--- src/rtl/wb_port_arbiter.sv ---
// wb_port_arbiter
//   Shares the single register-file write port between the in-order MEM/WB
//   writeback stream and an out-of-band long-latency unit (divider / multi-
//   cycle ALU). Pipeline writes win; long-latency results wait in a small FIFO
//   and drain in idle writeback cycles. A younger pipeline write to the same
//   register kills any queued result for that register.
//
//   Optional feature macro: WB_ARB_STARVE_EN
//     defined   : a wait counter on the FIFO head raises stall_req for one
//                 cycle so the head can be drained while the pipeline freezes.
//     undefined : stall_req is tied low; the FIFO drains only in idle cycles.
//
// Parameters
//   DEPTH    : FIFO entries (power of two, >= 2)
//   MAX_WAIT : cycles the FIFO head may wait before a forced drain (>= 1)
//
// Ports
//   clk, rst                      : clock, synchronous active-high reset
//   wb_wd, wb_wreg, wb_wdata      : pipeline writeback request
//   lu_valid, lu_wd, lu_wdata     : long-latency result, accepted when lu_ready
//   lu_ready                      : FIFO can accept a result
//   rf_we, rf_waddr, rf_wdata     : registered regfile write port
//   stall_req                     : registered one-cycle pipeline freeze request
module wb_port_arbiter #(
  parameter int DEPTH    = 2,
  parameter int MAX_WAIT = 4
) (
  input  logic        clk,
  input  logic        rst,
  input  logic [4:0]  wb_wd,
  input  logic        wb_wreg,
  input  logic [31:0] wb_wdata,
  input  logic        lu_valid,
  input  logic [4:0]  lu_wd,
  input  logic [31:0] lu_wdata,
  output logic        lu_ready,
  output logic        rf_we,
  output logic [4:0]  rf_waddr,
  output logic [31:0] rf_wdata,
  output logic        stall_req
);

  localparam int PW = $clog2(DEPTH);
  localparam int CW = $clog2(DEPTH + 1);
  localparam logic [CW-1:0] FULL_CNT = CW'(DEPTH);

  if (DEPTH < 2 || (DEPTH & (DEPTH - 1)) != 0) begin : g_bad_depth
    $error("wb_port_arbiter: DEPTH must be a power of two >= 2");
  end
  if (MAX_WAIT < 1) begin : g_bad_wait
    $error("wb_port_arbiter: MAX_WAIT must be >= 1");
  end

  logic [DEPTH-1:0] q_vld;
  logic [4:0]       q_wd   [DEPTH];
  logic [31:0]      q_data [DEPTH];
  logic [PW-1:0]    head;
  logic [PW-1:0]    tail;
  logic [CW-1:0]    count;

  logic empty;
  logic full;
  logic stall_q;
  logic pipe_win;
  logic pop;
  logic push_keep;

  assign empty    = (count == '0);
  assign full     = (count == FULL_CNT);
  // Held low while rst is asserted so no handshake can complete during reset.
  assign lu_ready = !rst && !full;

  // During a stall the frozen pipeline write is deferred and the head drains.
  assign pipe_win = !stall_q && wb_wreg && (wb_wd != 5'd0);
  assign pop      = !empty && !pipe_win;

  // Results for r0, or for the register a younger pipeline write is updating
  // this very cycle, complete the handshake but are never stored.
  assign push_keep = lu_valid && lu_ready && (lu_wd != 5'd0) &&
                     !(pipe_win && (lu_wd == wb_wd));

  always_ff @(posedge clk) begin
    if (rst) begin
      head  <= '0;
      tail  <= '0;
      count <= '0;
      q_vld <= '0;
      for (int i = 0; i < DEPTH; i++) begin
        q_wd[i]   <= 5'd0;
        q_data[i] <= 32'h0;
      end
    end else begin
      // Superseded entries keep their slot; they pop as a no-op write.
      for (int i = 0; i < DEPTH; i++) begin
        if (pipe_win && (q_wd[i] == wb_wd)) begin
          q_vld[i] <= 1'b0;
        end
      end
      if (pop) begin
        q_vld[head] <= 1'b0;
        head        <= head + PW'(1);
      end
      if (push_keep) begin
        q_vld[tail]  <= 1'b1;
        q_wd[tail]   <= lu_wd;
        q_data[tail] <= lu_wdata;
        tail         <= tail + PW'(1);
      end
      count <= count + CW'(push_keep) - CW'(pop);
    end
  end

  always_ff @(posedge clk) begin
    if (rst) begin
      rf_we    <= 1'b0;
      rf_waddr <= 5'd0;
      rf_wdata <= 32'h0;
    end else if (pipe_win) begin
      rf_we    <= 1'b1;
      rf_waddr <= wb_wd;
      rf_wdata <= wb_wdata;
    end else if (pop && q_vld[head]) begin
      rf_we    <= 1'b1;
      rf_waddr <= q_wd[head];
      rf_wdata <= q_data[head];
    end else begin
      rf_we    <= 1'b0;
      rf_waddr <= 5'd0;
      rf_wdata <= 32'h0;
    end
  end

`ifdef WB_ARB_STARVE_EN
  localparam int WW = $clog2(MAX_WAIT + 1);
  localparam logic [WW-1:0] WAIT_MAX = WW'(MAX_WAIT);

  logic [WW-1:0] wait_cnt;

  always_ff @(posedge clk) begin
    if (rst) begin
      wait_cnt <= '0;
      stall_q  <= 1'b0;
    end else begin
      if (empty || pop) begin
        wait_cnt <= '0;
      end else if (q_vld[head] && (wait_cnt != WAIT_MAX)) begin
        wait_cnt <= wait_cnt + WW'(1);
      end
      // A stall cycle always pops, so this also blocks back-to-back stalls;
      // no freeze is requested when the head is already draining.
      stall_q <= (wait_cnt == WAIT_MAX) && wb_wreg && !pop;
    end
  end
`else
  assign stall_q = 1'b0;
`endif

  assign stall_req = stall_q;

endmodule

--- config.mk ---
export PLATFORM = sky130hd
export DESIGN_NAME = wb_port_arbiter
export DESIGN_NICKNAME = d
export VERILOG_FILES = /design/src/rtl/wb_port_arbiter.sv
export SDC_FILE = /design/constraint.sdc
export NUM_CORES = 1
export LEC_CHECK = 0
export BUFFER_PORTS_ARGS = -buffer_cell sky130_fd_sc_hd__buf_2
export CAP_MARGIN = 10
export CORE_ASPECT_RATIO = 1.5
export CORE_UTILIZATION = 35
export DETAILED_ROUTE_END_ITERATION = 8
export GPL_TIMING_DRIVEN = 0
export PLACE_DENSITY_LB_ADDON = 0.3
export REMOVE_ABC_BUFFERS = 1
export SETUP_SLACK_MARGIN = 0.15
export SLEW_MARGIN = 25
export SYNTH_ARGS = -nofsm -noshare
export SYNTH_HDL_FRONTEND = slang
export SYNTH_SLANG_ARGS = --single-unit
--- constraint.sdc ---
create_clock -name clk -period 7.7 [get_ports clk]
set_clock_uncertainty 0.1 [all_clocks]
set_input_delay 1.54 -clock clk [delete_from_list [all_inputs] [get_ports clk]]
set_output_delay 1.54 -clock clk [all_outputs]
set_load 0.03 [all_outputs]
==> metrics.yaml <==
power_and_ir_drop:
  p_leak_uw: 0.00260
  p_total_uw: 1910
  power.density_nw_per_um2: 304
  ir_worst_vdd_v: 0.000168
floorplanning:
  rows: 52
  dieArea_um2: 14200
  io_pins: 118
  die_width_um: 97.8
  fp.dieH_um: 146
  start_util_pct: 35.8
  core-area_um2: 13500
drt:
  route.detailed.vias_per_inst: 4.63
  drt-total-wl_um: 10000
  drt-pass1-iter-count: 6
  drt.antenna.violating_nets: 0
  drc_errors: 18
  wl_per_cell_um: 14.7
  vias: 3147
  drtIter0Drc: 82
finish:
  layout-drive-gt1-share_pct: 32.2
  area_growth_pct: 30.4
  utilization_pct: 46.7
  nFillCells: 1261
  diodes: 0
  nets: 585
yosys:
  syn_area_um2: 4820
  yosysSeqAreaShare_pct: 64.8
  synth_seq_cells: 119
  ys_types: 34
  synthArstFlopShare_pct: 0
  yosysWarnings: 0
  synth_edf_count: 74
  ys.flop_type: "edfxtp_1"
  avgSynthCellArea_um2: 12.6
  syn_inst: 382
critical_path:
  cp-start-kind: "primary input"
  critPathKind: "primary input to flip-flop"
  endpoint_kind: "flip-flop"
  ff2ff_path_depth: 6
  worstPathArrival_ns: 4.28
  critPathRequiredTime_ns: 7.62
  path_max_fanout: 37
clock_tree:
  clk_pin_slew_ns: 0.05
  cts_tree: "done"
  clk_latency_ns: 0.40
  cts_buffers: 17
  clk_path_buf_depth: 2
  ctsRootBufferMaster: "clkbuf_16"
  cts_hold_buf: 0
  cts_max_level: 4
  tritoncts_num_sinks: 119
  cts_resized: 0
  post-cts-setup-buffer-count: 0
job:
  cap_violations: 0
min_path:
  hold_class: "flip-flop to flip-flop"
  holdPathStages: 2
place:
  dpl.hpwl_um: 6950
  io_buffers: 116
  gp_congestion: 0.716
timing:
  rsz0062_at_grt: "false"
  hold_ws_ns: 0.418
  tightest_slew_ns: 0.987
  final-hold-violation-count: 0
  final-setup-viol-count: 0
  relSlewSlack_pct: 34.2
  final_max_slew_viol_count: 0
  min_period_ns: 4.35
  fin_crit_sh_pct: 56.5
  fmax_mhz: 230
global_routing:
  antenna_found_initial: 0
  grt_pass1_wl_um: 16000
  grt_overflow: 0
  grt_use_total_pct: 15.1
  grt_pass1_vias: 3206
  grt_max_degree: 38
outcome:
  status: "finished, violations left"
  violations: "DRC"
## state kept, by name (all words and copies together) (netlist names), named ones only
| name | cells |
|---|---|
| q_data | 64 |
| rf_wdata | 32 |
| q_wd | 10 |
| rf_waddr | 5 |
| count | 2 |
| q_vld | 2 |
| head | 1 |
| rf_we | 1 |
| tail | 1 |
## Yosys cell counts (2+ instances only)
| master | n | area share [%] |
|---|---|---|
| a21oi_1 | 2 | 0.21 |
| a41o_1 | 2 | 0.42 |
| and2_1 | 74 | 9.6 |
| buf_4 | 4 | 0.62 |
| clkbuf_1 | 13 | 1.0 |
| clkbuf_2 | 3 | 0.31 |
| dfxtp_1 | 45 | 19 |
| edfxtp_1 | 74 | 46 |
| ha_1 | 2 | 0.52 |
| inv_1 | 3 | 0.23 |
| mux2i_1 | 37 | 7.7 |
| nand2_1 | 38 | 3.0 |
| nand3_1 | 3 | 0.31 |
| nor2_1 | 4 | 0.31 |
| nor2b_1 | 3 | 0.39 |
| nor4_1 | 2 | 0.26 |
| o21ai_0 | 39 | 4.1 |
| or2_2 | 2 | 0.26 |
| xnor2_1 | 9 | 1.6 |
| xor2_1 | 9 | 1.6 |
## report_power, final
part / internal (µW) / total [µW] / switching (µW)
Clock: 546 / 825 / 278
Combinational: 126 / 256 / 130
Sequential: 760 / 827 / 67.4
Total: 1430 / 1910 / 476
## cell families (layout without fill, tap and decap cells)
| kind of cell | count (synthesis) | count (layout) | share of synthesized area [%] |
|---|---|---|---|
| mux | 38 | 38 | 7.92 |
| compound gates | 47 | 47 | 5.48 |
| flops | 119 | 119 | 64.8 |
| simple gates | 133 | 133 | 15.5 |
| other cells | 1 | 1 | 0.0778 |
| buf+inv | 24 | 160 | 2.41 |
| xor+xnor | 18 | 18 | 3.27 |
| fa+ha+maj | 2 | 2 | 0.519 |
## metrics by stage
| stage | instances | setup TNS (ns) | setup slack [ns] | area (µm²) |
|---|---|---|---|---|
| 2_1_floorplan | 361 | 0 | 1.79 | 4710 |
| 3_3_place_gp | 639 | -9.13 | -0.249 | 5500 |
| 3_5_place_dp | 648 | 0 | 2.86 | 5660 |
| 4_1_cts | 680 | 0 | 3.29 | 6280 |
| 5_1_grt | 680 | 0 | 3.13 | 6280 |
| 6_report | 680 | 0 | 3.35 | 6280 |
## routing by layer
layer  share of wire (%)  GRT usage (%)  wire length, µm
met5                   0              0                0
met3                 3.8           3.46              377
met2                  56           28.3             5580
met1                  39           15.7             3860
met4                 1.9           6.82              189
## worst paths after layout
path	end	slack [ns]	start
worst max-delay path	q_data[1][6]	3.35	wb_wd[4]
worst min-delay path	rf_wdata[20]	0.42	q_data[0][20]
worst max register to register	q_data[1][6]	4.75	count[0]
worst min register to register	rf_wdata[20]	0.42	q_data[0][20]
## final cells by class
class	instances	area, µm²	share of cell area [%]
flip-flops and latches	119	3130	49.8
multi-input cells	239	1610	25.6
repair buffers	125	713	11.3
clock buffers	18	439	6.99
well taps	162	203	3.23
clock inverters	14	181	2.89
inverters	3	11.3	0.179
## worst max-delay path, stage by stage
cell and delay, ns:
buf_2 0.14, or4_4 0.55, o21ai_4 0.30, nor4_2 0.15
nor3b_4 0.55, buf_6 0.24, or2_2 0.79
## layout by cell type, fill, tap and decap left out, types with 2 or more instances in the layout
cell type | Yosys | routed
buf_2 | 0 | 116
and2_1 | 74 | 74
edfxtp_1 | 74 | 74
dfxtp_1 | 45 | 44
o21ai_0 | 39 | 38
nand2_1 | 38 | 38
mux2i_1 | 37 | 37
clkbuf_16 | 0 | 17
xnor2_1 | 9 | 9
xor2_1 | 9 | 9
clkinv_2 | 0 | 5
bufinv_16 | 0 | 4
buf_8 | 0 | 4
buf_6 | 1 | 4
nand3_1 | 3 | 3
inv_1 | 3 | 3
nor2_1 | 4 | 3
nor2b_1 | 3 | 3
o21ai_4 | 1 | 2
a21oi_1 | 2 | 2
or2_2 | 2 | 2
nor4_1 | 2 | 2
a41o_1 | 2 | 2
ha_1 | 2 | 2
clkinvlp_4 | 0 | 2
clkinv_4 | 0 | 2
Note: power is estimated with default switching activity, not from simulation.
